<file path="src/rtl/sub16_nibble_seq.sv">
// Purpose : iterative A - B - BI subtractor, one 4-bit section per clock, with AVR SREG flags.
// Latency : done_o in the NSEC+1'th busy cycle after the start sample edge (5 for WIDTH=16).
// Backpr. : none; start_i is ignored while busy_o=1, next start accepted in first IDLE cycle.
//
// Ports:
//   clk, rst            core clock (rising edge), asynchronous active-high reset
//   start_i             operation request, sampled only while busy_o=0
//   a_i, b_i, bi_i      minuend, subtrahend, borrow-in (SBC/CPC carry)
//   zc_i                previous Z flag for the SBC/CPC Z chain
//   busy_o, done_o      operation in progress / one-cycle completion pulse
//   d_o                 difference, updated only at completion
//   c_o z_o n_o v_o s_o h_o   AVR arithmetic flags, updated with d_o
//
// Optional feature: define SUB16_ZCHAIN_EN to make Z = (r == 0) & zc_i (latched at start),
// so a multi-byte SBC/CPC chain can only clear Z. Without it zc_i is ignored.
//
// WIDTH must be a multiple of 4 and at least 8; NSEC is derived from it.

module sub16_nibble_seq #(
  parameter int WIDTH = 16
) (
  input  logic             clk,
  input  logic             rst,
  input  logic             start_i,
  input  logic [WIDTH-1:0] a_i,
  input  logic [WIDTH-1:0] b_i,
  input  logic             bi_i,
  input  logic             zc_i,
  output logic             busy_o,
  output logic             done_o,
  output logic [WIDTH-1:0] d_o,
  output logic             c_o,
  output logic             z_o,
  output logic             n_o,
  output logic             v_o,
  output logic             s_o,
  output logic             h_o
);

  localparam int NSEC = WIDTH / 4;
  localparam int CW   = (NSEC > 1) ? $clog2(NSEC) : 1;

  localparam logic [1:0] IDLE = 2'd0;
  localparam logic [1:0] RUN  = 2'd1;
  localparam logic [1:0] DONE = 2'd2;

  logic [1:0]       state;
  logic [CW-1:0]    secCnt;
  // Operands are shifted right one section per step, so the active nibble is always [3:0].
  logic [WIDTH-1:0] aSh;
  logic [WIDTH-1:0] bSh;
  // Result is assembled by shifting each new section in at the top; after NSEC steps
  // it is aligned. Kept separate from d_o so partial results never appear outside.
  logic [WIDTH-1:0] resSh;
  logic             borrow;
  logic             hReg;
  // Operand sign bits are kept aside because the shift registers lose them.
  logic             aMsb;
  logic             bMsb;

`ifdef SUB16_ZCHAIN_EN
  logic             zcLat;
`else
  logic             unusedZc;
  assign unusedZc = zc_i;
`endif

  // Section arithmetic: subtraction done as a + ~b + ~borrow; carry-out set means no borrow.
  logic [4:0]       sum5;
  logic             borrowNext;
  logic             lastSec;
  logic [WIDTH-1:0] resFinal;
  logic             rZero;
  logic             zFinal;
  logic             vFinal;
  logic             nFinal;

  assign sum5       = {1'b0, aSh[3:0]} + {1'b0, ~bSh[3:0]} + {4'b0000, ~borrow};
  assign borrowNext = ~sum5[4];
  assign lastSec    = (secCnt == CW'(NSEC - 1));

  // Full result as it will look once the current (last) section is stored.
  assign resFinal   = {sum5[3:0], resSh[WIDTH-1:4]};
  assign rZero      = (resFinal == '0);
  assign nFinal     = resFinal[WIDTH-1];
  assign vFinal     = (aMsb & ~bMsb & ~nFinal) | (~aMsb & bMsb & nFinal);

`ifdef SUB16_ZCHAIN_EN
  assign zFinal     = rZero & zcLat;
`else
  assign zFinal     = rZero;
`endif

  // busy covers both the RUN cycles and the DONE cycle.
  assign busy_o = (state != IDLE);

  always_ff @(posedge clk or posedge rst) begin
    if (rst) begin
      state  <= IDLE;
      secCnt <= '0;
      aSh    <= '0;
      bSh    <= '0;
      resSh  <= '0;
      borrow <= 1'b0;
      hReg   <= 1'b0;
      aMsb   <= 1'b0;
      bMsb   <= 1'b0;
`ifdef SUB16_ZCHAIN_EN
      zcLat  <= 1'b0;
`endif
      done_o <= 1'b0;
      d_o    <= '0;
      c_o    <= 1'b0;
      z_o    <= 1'b0;
      n_o    <= 1'b0;
      v_o    <= 1'b0;
      s_o    <= 1'b0;
      h_o    <= 1'b0;
    end else begin
      done_o <= 1'b0;
      case (state)
        IDLE: begin
          if (start_i) begin
            aSh    <= a_i;
            bSh    <= b_i;
            aMsb   <= a_i[WIDTH-1];
            bMsb   <= b_i[WIDTH-1];
            borrow <= bi_i;
`ifdef SUB16_ZCHAIN_EN
            zcLat  <= zc_i;
`endif
            secCnt <= '0;
            state  <= RUN;
          end
        end

        RUN: begin
          aSh    <= aSh >> 4;
          bSh    <= bSh >> 4;
          resSh  <= resFinal;
          borrow <= borrowNext;
          secCnt <= secCnt + 1'b1;
          // Half-borrow is the borrow out of bit 3, i.e. out of section 0.
          if (secCnt == '0) begin
            hReg <= borrowNext;
          end
          if (lastSec) begin
            // Publish result and flags together; they hold until the next completion.
            d_o    <= resFinal;
            c_o    <= borrowNext;
            z_o    <= zFinal;
            n_o    <= nFinal;
            v_o    <= vFinal;
            s_o    <= nFinal ^ vFinal;
            h_o    <= hReg;
            done_o <= 1'b1;
            state  <= DONE;
          end
        end

        DONE: begin
          // start_i is deliberately not sampled here; next start is taken from IDLE.
          state <= IDLE;
        end

        default: begin
          state <= IDLE;
        end
      endcase
    end
  end

endmodule

</file>
<file path="config.mk">
export PLATFORM = sky130hd
export DESIGN_NAME = sub16_nibble_seq
export DESIGN_NICKNAME = d
export VERILOG_FILES = /design/src/rtl/sub16_nibble_seq.sv
export SDC_FILE = /design/constraint.sdc
export NUM_CORES = 1
export LEC_CHECK = 0
export CORE_ASPECT_RATIO = 1.2
export CORE_MARGIN = 3
export CORE_UTILIZATION = 30
export CTS_CLUSTER_SIZE = 8
export DETAILED_ROUTE_END_ITERATION = 8
export PLACE_DENSITY = 0.57
export SETUP_SLACK_MARGIN = 0.1
export SYNTH_ARGS = -nofsm -noshare
export SYNTH_HDL_FRONTEND = slang
export SYNTH_SLANG_ARGS = --single-unit
</file>
<file path="constraint.sdc">
create_clock -name clk -period 4.4 [get_ports clk]
set_input_delay 0.44 -clock clk [delete_from_list [all_inputs] [get_ports clk]]
set_output_delay 0.44 -clock clk [all_outputs]
set_load 0.03 [all_outputs]
</file>
Word-level counts from Yosys, hierarchy flattened

Index checks and enable logic that the tools add are counted.

Bits in registers: 79
Input port bits: 37
Output and inout bits: 24
Logic and storage cells: 59

$add $sub $neg: 3
Eq/ne operators: 4
Muxes and demuxes: 13
Bitwise logic cells: 12
Reductions and logical operators: 10

Operators with widths:

| operator                                             | number |
|---|---|
| case mux 16 bit (2 select lines)                     | 2 |
| two-way mux 16 bit                                   | 2 |
| logical NOT 16 bit                                   | 1 |
| AND reduction 2 bit                                  | 5 |
| case mux 2 bit (2 select lines)                      | 2 |
| two-way mux 2 bit                                    | 3 |
| adder 4 x 4 -> 5 bit                                 | 1 |
| adder 5 x 1 -> 5 bit                                 | 1 |
| inverter 1 bit                                       | 5 |
| AND 1 bit                                            | 4 |
| logical NOT 2 bit                                    | 2 |
| inequality test 2 bit (second input constant)        | 2 |
| inverter 4 bit                                       | 1 |
| nonzero test 2 bit                                   | 2 |
| two-way mux 1 bit                                    | 3 |
| adder 2 x 1 -> 2 bit (second input constant)         | 1 |
| equality test 2 x 1 -> 1 bit (second input constant) | 1 |
| equality test 2 bit (second input constant)          | 1 |
| case mux 1 bit (2 select lines)                      | 1 |
| OR 1 bit                                             | 1 |
| XOR 1 bit                                            | 1 |

Depth between registers and ports, before layout

Depth after elaboration: 7
Mapped depth: 8
Depth with buffers taken out: 8

Least setup slack after synthesis

OpenSTA, ideal clock, no wires.

Path type: reg2reg
Start point: register bSh[0]
End point: register z_o
Library setup time: 0.066 ns
Data arrival time: 1.794 ns
Required time: 4.334 ns
Slack: 2.540 ns
Stages on the path, launching flop included: 9
Buffers on the path: 0
Period minus slack after synthesis: 1.860 ns
Cell sequence: dfrtp_1 > inv_1 > fa_1 > inv_1 > fa_1 > nor4b_1 > nand2_1 > nor4b_1 > a22o_1

Cells in the longest elaborated chain, start to end: 4

RTL lines:

| element                | line | RTL |
|---|---|---|
| start, declared        | 51   | `logic [WIDTH-1:0] bSh;` |
| start signal, assigned | 125  | `bSh <= b_i;` |
| start signal, assigned | 139  | `bSh <= bSh >> 4;` |
| inverter 4 bit         | 78   | `assign sum5 = {1'b0, aSh[3:0]} + {1'b0, ~bSh[3:0]} + {4'b0000, ~borrow};` |
| adder 4 x 4 -> 5 bit   | 78   |  |
| adder 5 x 1 -> 5 bit   | 78   |  |
| logical NOT 16 bit     | 84   | `assign rZero = (resFinal == '0);` |
| end signal, assigned   | 151  | `z_o <= zFinal;` |
| end, declared          | 33   | `output logic z_o,` |

Every way passes these cells.
A chain may end at the register's enable or synchronous reset.

Worst setup path in the final report

Start point: register state[0]
End point: register d_o[0]

Cells in the longest elaborated chain, start to end: 2

RTL lines:

| element                       | line | RTL |
|---|---|---|
| start, declared               | 47   | `logic [1:0] state;` |
| start signal, assigned        | 99   | `state <= IDLE;` |
| start signal, assigned        | 133  | `state <= RUN;` |
| start signal, assigned        | 157  | `state <= DONE;` |
| equality test 2 x 1 -> 1 bit  | 121  | `case (state)` |
| AND reduction 2 bit (no line) | n/a  |  |
| end signal, assigned          | 149  | `d_o <= resFinal;` |
| end, declared                 | 31   | `output logic [WIDTH-1:0] d_o,` |

Every way passes these cells.

==> results.cfg <==
[detailed_routing]
firstDrtPassIters = 4
route.detailed.wl_per_inst_um = 13.7
wl_mm = 6.93
vias_per_cell = 4.66
drt.antenna.violating_nets = 0
drcViolationCount = 0
vias = 2362
drt_iter0_drc = 105

[global_route]
grt_overflow = 0
grt_pass1_wl_mm = 11.4
antenna_found_initial = 0
grt_max_degree = 63
grt_usage = 0.120
grt_pass1_vias = 2327

[power_and_ir_drop]
cell_internal_pwr_uw = 1940
peakVddDrop_mv = 0.230
p_seq_frac = 0.360
p_leak_uw = 0.00188
switching_share = 0.397
clkPwrFrac = 0.208
powerDensity_nw_per_um2 = 763
pwr-share-comb = 0.432
switching_power_uw = 1270

[yosys]
ys_ff_latch = 74
synthCells = 318
synth_flop_cell = dfrtp_1
netlist_top_cells_count = 92 x nand2_1, 74 x dfrtp_1, 40 x o21ai_0
async_reset_ff_frac = 1.00
synth.net_count = 362
mappedNetlistArea_sq_um = 3250
synth_largest_area_cell = dfrtp_1
synth_top_area_share = 0.569
seq_area_frac_synth = 0.569
ys_types = 35
synth.avg_cell_area_sq_um = 10.2
synth_edf_count = 0
yosysWarnings = 0
synth_area_leaders = dfrtp_1 57%, nand2_1 11%, o21ai_0 6.2%
synth_most_common_cell = nand2_1

[sta]
finalCriticalPeriod_ns = 2.34
hold_violations = 0
drv_slew = 0
finClkSkew_ns = 0.00871
finalSetupTns_ns = 0
setup_viol = 0
fmaxAchievable_ghz = 0.427
grt_setup_unrepaired = no
finalCritPeriodShare = 0.532
worstMarginPinSlew_ns = 1.04
slew_headroom = 0.303

[setup_path]
critical_path.startpoint_type = flip-flop
worstSetupEndpointType = flip-flop
arrival_ns = 2.54
reg2reg_slack_ns = 2.06
crit_fanout = 62
crit_type = reg2reg
required_ns = 4.60

[cts]
clockBufferDepth = 2
htreeDepth = 3
cts-root-buf = clkbuf_16
cts_buffers = 9
postCtsHoldBufs = 0
cts_resized = 0
clk_pin_slew_ns = 0.06
cts_tree = built
cts.sinks = 74
post-cts-setup-buffer-count = 0
clk_latency_ns = 0.32

[die]
initial_core_util = 0.308
rows = 41
die_h_um = 120
coreArea_sq_um = 10600
ios = 61
fp.dieW_um = 101
dieArea_sq_um = 12100

[cells_and_area]
final_util = 0.398
diodes = 0
area_growth_pct = 29.3
drive_gt1_frac = 0.0952
nFillCells = 1092
nNetsFinal = 417

[placed_design]
portBuffers = 59
place.detailed.hpwl_mm = 4.81
place.gp.congestion = 0.753

[worst_hold_path]
hold_path_class = reg2reg

[run]
cap_violations = 0

[status]
status = finished, final reports clean
logic make-up (layout without fill, tap and decap cells):
| kind of cell | count (synthesis) | count (layout) | synth area share |
|---|---|---|---|
| buf+inv | 33 | 93 | 0.0515 |
| flops | 74 | 74 | 0.569 |
| fa+ha+maj | 7 | 7 | 0.0315 |
| mux | 29 | 29 | 0.0931 |
| simple gates | 114 | 114 | 0.147 |
| xor+xnor | 1 | 1 | 0.00269 |
| compound gates | 60 | 60 | 0.105 |
layout by cell type, fill, tap and decap left out, drive strengths merged:
| cell | netlist | final |
|---|---|---|
| a211o | 1 | 1 |
| a211oi | 1 | 1 |
| a21oi | 5 | 5 |
| a22o | 3 | 3 |
| a22oi | 1 | 1 |
| a31oi | 1 | 1 |
| buf | 9 | 4 |
| clkbuf | 10 | 12 |
| clkdlybuf4s50 | 0 | 59 |
| clkinv | 0 | 4 |
| dfrtp | 74 | 74 |
| fa | 2 | 2 |
| ha | 5 | 5 |
| inv | 14 | 14 |
| mux2 | 10 | 10 |
| mux2i | 19 | 19 |
| nand2 | 93 | 93 |
| nand2b | 2 | 2 |
| nand4 | 1 | 1 |
| nor2 | 9 | 9 |
| nor2b | 2 | 2 |
| nor3b | 1 | 1 |
| nor4 | 2 | 2 |
| nor4b | 2 | 2 |
| o2111ai | 1 | 1 |
| o21ai | 43 | 43 |
| o21bai | 2 | 2 |
| o311ai | 1 | 1 |
| o31ai | 1 | 1 |
| or2 | 1 | 1 |
| or3b | 1 | 1 |
| xor2 | 1 | 1 |
cell type report:
cell class | instances | area [sq um] | share of cell area
Clock buffer | 12 | 246 | 0.0586
Clock inverter | 4 | 27.5 | 0.00654
Inverter | 14 | 52.6 | 0.0125
Multi-Input combinational cell | 211 | 1250 | 0.296
Sequential cell | 74 | 1850 | 0.440
Tap cell | 129 | 161 | 0.0384
Timing Repair Buffer | 63 | 621 | 0.147
through the flow:
step | hold slack (ns) | setup slack (ns) | total power [uW] | area, sq um | cells
finish | 0.474 | 2.06 | 3210 | 4210 | 507
global route | 0.498 | 1.82 | 3460 | 4210 | 507
CTS | 0.479 | 2.00 | 3260 | 4210 | 507
detailed placement | 0.465 | 1.81 | 2580 | 3930 | 491
global placement | 0.456 | 1.84 | 2540 | 3930 | 491
floorplan | 0.445 | 2.08 | 2120 | 3250 | 318
critical path, cell delays in order, from the launching register on:
cell	delay, ns
dfrtp_1	0.43
nor2b_4	0.16
buf_4	0.46
nand2_2	0.39
inv_2	0.37
mux2_2	0.37
per-layer routing:
metal  share of wire  wire, um  global-route usage  vias up
li1                -         -                   -     1168
met4           0.013        87              0.0499        0
met2            0.50      3480               0.201       44
met1            0.44      3070               0.149     1143
met3           0.043       295              0.0256        7
met5               0         0                   0        -
final timing paths:
path	from	endpoint	depth (start not counted)
min	bSh[9]$_DFFE_PP0P_	bSh[5]$_DFFE_PP0P_	2
min reg2reg	bSh[9]$_DFFE_PP0P_	bSh[5]$_DFFE_PP0P_	2
min in group asynchronous	rst	d_o[5]$_DFFE_PP0P_	2
max reg2reg	state[0]$_DFFE_PP0P_	d_o[0]$_DFFE_PP0P_	5
max in group asynchronous	rst	resSh[4]$_DFFE_PP0P_	3
max	state[0]$_DFFE_PP0P_	d_o[0]$_DFFE_PP0P_	5
power groups by stage:
stage / sequential [uW] / clock, uW / combinational (uW)
2_1_floorplan: 1290 / 0 / 830
3_3_place_gp: 1160 / 0 / 1380
6_report: 1150 / 669 / 1390
4_1_cts: 1160 / 686 / 1410
3_5_place_dp: 1170 / 0 / 1410
5_1_grt: 1190 / 718 / 1550
flip-flops by register name, indices dropped and copies added (netlist names):
name,count
s_o,1
hReg,1
h_o,1
secCnt,2
bMsb,1
state,2
done_o,1
aSh,16
v_o,1
aMsb,1
borrow,1
resSh,12
c_o,1
bSh,16
z_o,1
d_o,16
Power figures use the tool's default switching activity.
